**config.mk**
```make
export PLATFORM = sky130hd
export DESIGN_NAME = reg_dump_reader_flat
export DESIGN_NICKNAME = d
export VERILOG_FILES = /design/src/rtl/reg_dump_reader_pkg.sv /design/src/rtl/reg_dump_reader_if.sv /design/src/rtl/reg_dump_reader_hold.sv /design/src/rtl/reg_dump_reader.sv /design/src/flat_wrapper.sv
export SDC_FILE = /design/constraint.sdc
export NUM_CORES = 1
export LEC_CHECK = 0
export CAP_MARGIN = 5
export CORE_MARGIN = 1.5
export CORE_UTILIZATION = 40
export DETAILED_ROUTE_END_ITERATION = 12
export PLACE_DENSITY = 0.74
export SYNTH_ARGS = -nofsm -noshare
export SYNTH_HDL_FRONTEND = slang
export SYNTH_SLANG_ARGS = --single-unit
```
**constraint.sdc**
```tcl
create_clock -name clk -period 1.8 [get_ports clk]
set_input_delay 0.45 -clock clk [delete_from_list [all_inputs] [get_ports clk]]
set_output_delay 0.45 -clock clk [all_outputs]
set_load 0.01 [all_outputs]
```
**src/rtl/reg_dump_reader_pkg.sv**
```systemverilog
// Shared types and sizing rules for the register dump reader.
// Holds the FSM state encoding and the last-address rule used by the walker.
package reg_dump_pkg;

  localparam int DATA_W_DEF   = 16;
  localparam int ADDR_W_DEF   = 3;
  localparam int NUM_REGS_DEF = 8;

  typedef enum logic [1:0] {
    IDLE = 2'd0,
    READ = 2'd1,
    SEND = 2'd2,
    DONE = 2'd3
  } state_e;

  // The walk ends at NUM_REGS-1, never at the top of the address space.
  function automatic int last_addr(input int num_regs);
    return num_regs - 1;
  endfunction

endpackage

```
**src/rtl/reg_dump_reader_if.sv**
```systemverilog
// Start/readback/stream signal bundle between the dump reader and its user.
// Stream rule: out_valid stays high and the payload is frozen until out_valid & out_ready.
interface reg_dump_reader_if #(
  parameter int DATA_W = 16,
  parameter int ADDR_W = 3
);

  logic              start;
  logic [ADDR_W-1:0] rd_addr;
  logic [DATA_W-1:0] rd_data;
  logic              out_valid;
  logic              out_ready;
  logic [DATA_W-1:0] out_data;
  logic [ADDR_W-1:0] out_addr;
  logic              out_last;
  logic              busy;
  logic              done;

  modport slave (
    input  start, rd_data, out_ready,
    output rd_addr, out_valid, out_data, out_addr, out_last, busy, done
  );

  modport master (
    output start, rd_data, out_ready,
    input  rd_addr, out_valid, out_data, out_addr, out_last, busy, done
  );

endinterface

```
**src/rtl/reg_dump_reader_hold.sv**
```systemverilog
// Load-enabled holding register with async active-low clear.
// Keeps the captured {last, addr, data} payload frozen while a word waits for acceptance.
module reg_dump_hold #(
  parameter int W = 20
) (
  input  logic         clk,
  input  logic         rst_n,
  input  logic         load_i,
  input  logic [W-1:0] d_i,
  output logic [W-1:0] q_o
);

  logic [W-1:0] data_q;

  always_ff @(posedge clk or negedge rst_n) begin
    if (!rst_n) begin
      data_q <= '0;
    end else if (load_i) begin
      data_q <= d_i;
    end
  end

  assign q_o = data_q;

endmodule

```
**src/rtl/reg_dump_reader.sv**
```systemverilog
// Walks register addresses 0..NUM_REGS-1 on a start pulse and streams each
// captured word out over a valid/ready handshake, pulsing done at the end.
module reg_dump_reader
  import reg_dump_pkg::*;
#(
  parameter int DATA_W   = DATA_W_DEF,
  parameter int NUM_REGS = NUM_REGS_DEF,
  parameter int ADDR_W   = ADDR_W_DEF
) (
  input  logic               clk,
  input  logic               rst_n,
  reg_dump_reader_if.slave   bus,
  output state_e             state_o
);

  localparam int              LAST_ADDR = last_addr(NUM_REGS);
  localparam logic [ADDR_W-1:0] LAST_PTR = ADDR_W'(LAST_ADDR);
  localparam int              HOLD_W    = DATA_W + ADDR_W + 1;

  state_e            state_q;
  logic [ADDR_W-1:0] ptr_q;
  logic              out_valid_q;
  logic              busy_q;
  logic              done_q;

  logic              load_d;
  logic [HOLD_W-1:0] hold_d;
  logic [HOLD_W-1:0] hold_q;

  assign load_d = (state_q == READ);
  assign hold_d = {(ptr_q == LAST_PTR), ptr_q, bus.rd_data};

  reg_dump_hold #(
    .W (HOLD_W)
  ) u_hold (
    .clk    (clk),
    .rst_n  (rst_n),
    .load_i (load_d),
    .d_i    (hold_d),
    .q_o    (hold_q)
  );

  always_ff @(posedge clk or negedge rst_n) begin
    if (!rst_n) begin
      state_q     <= IDLE;
      ptr_q       <= '0;
      out_valid_q <= 1'b0;
      busy_q      <= 1'b0;
      done_q      <= 1'b0;
    end else begin
      case (state_q)
        IDLE: begin
          done_q <= 1'b0;
          if (bus.start) begin
            ptr_q   <= '0;
            busy_q  <= 1'b1;
            state_q <= READ;
          end
        end
        READ: begin
          out_valid_q <= 1'b1;
          state_q     <= SEND;
        end
        SEND: begin
          if (bus.out_ready) begin
            out_valid_q <= 1'b0;
            if (ptr_q == LAST_PTR) begin
              busy_q  <= 1'b0;
              done_q  <= 1'b1;
              state_q <= DONE;
            end else begin
              ptr_q   <= ptr_q + 1'b1;
              state_q <= READ;
            end
          end
        end
        DONE: begin
          done_q  <= 1'b0;
          state_q <= IDLE;
        end
        default: begin
          state_q <= IDLE;
        end
      endcase
    end
  end

  // rd_addr is the only decoded output so the register file sees ptr in READ.
  assign bus.rd_addr   = ((state_q == READ) || (state_q == SEND)) ? ptr_q : '0;
  assign bus.out_valid = out_valid_q;
  assign bus.out_data  = hold_q[DATA_W-1:0];
  assign bus.out_addr  = hold_q[DATA_W +: ADDR_W];
  assign bus.out_last  = hold_q[HOLD_W-1];
  assign bus.busy      = busy_q;
  assign bus.done      = done_q;
  assign state_o       = state_q;

endmodule

```
**src/flat_wrapper.sv**
```systemverilog
// flat-port wrapper written by rule: the top's interface ports become plain ports
module reg_dump_reader_flat import reg_dump_pkg::*;
#(
  parameter int DATA_W   = DATA_W_DEF,
  parameter int NUM_REGS = NUM_REGS_DEF,
  parameter int ADDR_W   = ADDR_W_DEF
)
  (clk, rst_n, state_o, bus_start, bus_rd_data, bus_out_ready, bus_rd_addr, bus_out_valid, bus_out_data, bus_out_addr, bus_out_last, bus_busy, bus_done);
  reg_dump_reader_if #(.DATA_W(DATA_W), .ADDR_W(ADDR_W)) bus_i ();
  input  logic clk;
  input  logic rst_n;
  output state_e state_o;
  input wire logic [$bits(bus_i.start)-1:0] bus_start;
  input wire logic [$bits(bus_i.rd_data)-1:0] bus_rd_data;
  input wire logic [$bits(bus_i.out_ready)-1:0] bus_out_ready;
  output wire logic [$bits(bus_i.rd_addr)-1:0] bus_rd_addr;
  output wire logic [$bits(bus_i.out_valid)-1:0] bus_out_valid;
  output wire logic [$bits(bus_i.out_data)-1:0] bus_out_data;
  output wire logic [$bits(bus_i.out_addr)-1:0] bus_out_addr;
  output wire logic [$bits(bus_i.out_last)-1:0] bus_out_last;
  output wire logic [$bits(bus_i.busy)-1:0] bus_busy;
  output wire logic [$bits(bus_i.done)-1:0] bus_done;
  assign bus_i.start = bus_start;
  assign bus_i.rd_data = bus_rd_data;
  assign bus_i.out_ready = bus_out_ready;
  assign bus_rd_addr = bus_i.rd_addr;
  assign bus_out_valid = bus_i.out_valid;
  assign bus_out_data = bus_i.out_data;
  assign bus_out_addr = bus_i.out_addr;
  assign bus_out_last = bus_i.out_last;
  assign bus_busy = bus_i.busy;
  assign bus_done = bus_i.done;
  reg_dump_reader #(.DATA_W(DATA_W), .NUM_REGS(NUM_REGS), .ADDR_W(ADDR_W)) u_core (.clk(clk), .rst_n(rst_n), .bus(bus_i), .state_o(state_o));
endmodule
```
==> metrics <==
status finished, final reports clean; PortBufs between 40 and 50; top post-synthesis cells by count dfrtp_1, mux2_2, ha_1, inv_1; final hold violation count 0; Post-synth EDFFs 0; via count ~950; largest net degree at the start of global routing 29; Worst setup SP type register; initial cell density of the core between 40% and 50%; Max Transition Viols Final 0; max-cap viol count 0; min cycle time layout 1.78 ns; final worst-path cycle share 98.8%; RD Place Congestion around 0.81; r2r startpoint u_core.state_o[0]; Clock Path Buffers 2; CTS clk-pin slew, worst paths 0.15 ns; Slowest Stage Delay on Critical Path approximately 0.42 ns; Remaining Overflow, GRT 0; CTS Buf Count 3; Crit. End Element output pin; total power ~0.0033 W; Setup CP Type reg2out; PD cells 1710 nW/um^2; Slew HR approximately 75%; number of fillers in the final layout around 260; Yosys reg bits 28; clk sinks 28; DRT Wirelength 2720 um; Cell variety after synth 18; DIE AREA around 3500 um^2; clock skew 0.00250 ns; Routed WL per cell between 10 and 15 um; Die Ht 59.3 um; ANT cells 0; CP max-delay cell dfrtp_1; # DRC 0; Worst R2R End u_core.ptr_q[0]; CTS H-Tree Depth 1; FFs w/ async S/R, synth 100%; post-DP HPWL ~2000 um; worst r2r path cells 6; RSZ-0062 raised after global routing true; YS warnings 0; worst slew pin tran 0.371 ns; maximum vdd drop around 0.81 mV; cts hold-fix bufs 0; initial DRC count 14; Root Driver clkbuf_4; post-synth top area cell dfrtp_1; Clock Latency Late Sink around 0.33 ns; area delta synth->final 52.7%; Ports 48; Worst Hold Slack roughly 0.48 ns; Main synth FF type dfrtp_1; dominant cells by area after synthesis dfrtp_1, mux2_2, ha_1; sequential cell area fraction in the yosys report a little under three fifths; Post-Syn Area per Cell approximately 13 um^2; Synth Cell Area 1270 um^2; first-pass GRT wire length between 4000 and 5000 um; worst path required time around 1.4 ns; TritonCTS clock tree yes; Syn Inst Count 95; r2r setup slk about 0.10 ns; FMAX roughly 0.56 GHz; Yosys top cell area share between 50 and 60%; core area around 3000 um^2; vias per inst roughly 4.8; Final ANT Viol Nets 0; initial antenna violation count 0; Pre-antenna DRT Iters 4; Die Span X about 59 um; layout cells sized above 1 30.3%; CP Max Fanout 4; cell breakdown of the critical path inv_2 -> ha_4 -> and2_4 -> buf_6; most frequent cell after synthesis dfrtp_1; FP Rows 20; GRT Util Overall 17.0%; nets 184; Min-Delay Path Class in2async; P_leak 0.859 nW; syn nets 123; vias in the first global route ~1000; Arr. time, crit path around 1.3 ns; setup violators final 0
[cell type report]
class	count	area [um^2]	share of cell area [%]
multi-input combinational	59	548	28.3
tap	44	55.1	2.84
clock inverter	1	30.0	1.55
sequential	28	701	36.2
inverter	5	18.8	0.969
timing repair buffer	59	562	29.0
clock buffer	3	22.5	1.16
[cells by family (layout without fill, tap and decap cells)]
group / count (synthesis) / in the layout / share of synthesized area (%)
buffers and inverters: 8 / 68 / 3.16
AO/OA/AOI/OAI: 11 / 11 / 5.62
flip-flops: 28 / 28 / 55.2
adder cells (fa/ha/maj): 8 / 8 / 7.89
AND/OR/NAND/NOR: 15 / 15 / 6.02
multiplexers: 25 / 25 / 22.1
[cells in the final DEF, fill, tap and decap left out, drive strengths merged, types with 4 or more instances in the layout]
cell	n
buf	15
clkdlybuf4s50	42
dfrtp	28
ha	8
inv	5
mux2	21
mux2i	4
nand2	4
[metrics by stage]
stage | worst slack (ns) | std cells | setup TNS, ns | utilization (%) | area, um^2
CTS | 0.0213 | 197 | 0 | 62.6 | 1900
global route | -0.0186 | 199 | -0.0345 | 64.0 | 1940
global placement | 0.0208 | 193 | 0 | 61.0 | 1850
finish | 0.0224 | 199 | 0 | 64.0 | 1940
floorplan | 0.218 | 95 | 0 | - | 1270
detailed placement | -0.00405 | 193 | -0.00405 | 61.0 | 1850
[worst max path at each step]
stage / startpoint / endpoint / slack (ns) / cells past startpoint
after detailed placement: u_core.state_o[0] / bus_rd_addr[0] / -0.004 / 4
after CTS: u_core.state_o[0] / bus_rd_addr[0] / 0.02 / 4
after floorplan: u_core.state_o[0] / u_core.ptr_q[0] / 0.22 / 6
final: u_core.state_o[1] / bus_rd_addr[1] / 0.02 / 4
after global routing: u_core.state_o[1] / bus_rd_addr[1] / -0.02 / 4
after global placement: u_core.state_o[0] / bus_rd_addr[1] / 0.02 / 4
[state kept, by name, indices dropped and copies added, names as in the netlist]
name	count
u_core.state_o	2
u_core.u_hold.q_o	20
u_core.ptr_q	3
u_core.bus.busy	1
u_core.bus.out_valid	1
u_core.bus.done	1
[report_power, final]
part	switching (W)	internal, W	total, W
Combinational	0.000734	0.00112	0.00185
Clock	0.000184	0.000225	0.000409
Sequential	0.000149	0.000900	0.00105
Total	0.00107	0.00224	0.00331
[repair_timing]
item,CTS,global route
setup buffers,0,2
pin swaps,0,1
gates resized for setup,17,6
endpoints found under the setup margin,5,4
[per-layer routing]
layer / track usage (%) / share of wire (%) / vias to the layer above
li1: - / - / 449
met1: 19.2 / 40 / 465
met2: 30.8 / 53 / 33
met3: 4.15 / 6.4 / 4
met4: 5.84 / 0.99 / 0
met5: 0 / 0 / -
[worst max-delay path: cells and delay by family, from the launching register on]
kind | cells | cell delay, ns
adder cells (fa/ha/maj) | 1 | 0.22
buffers and inverters | 2 | 0.20
flip-flops | 1 | 0.42
AND/OR/NAND/NOR | 1 | 0.16
No activity file was read; power rests on OpenSTA's default activity.
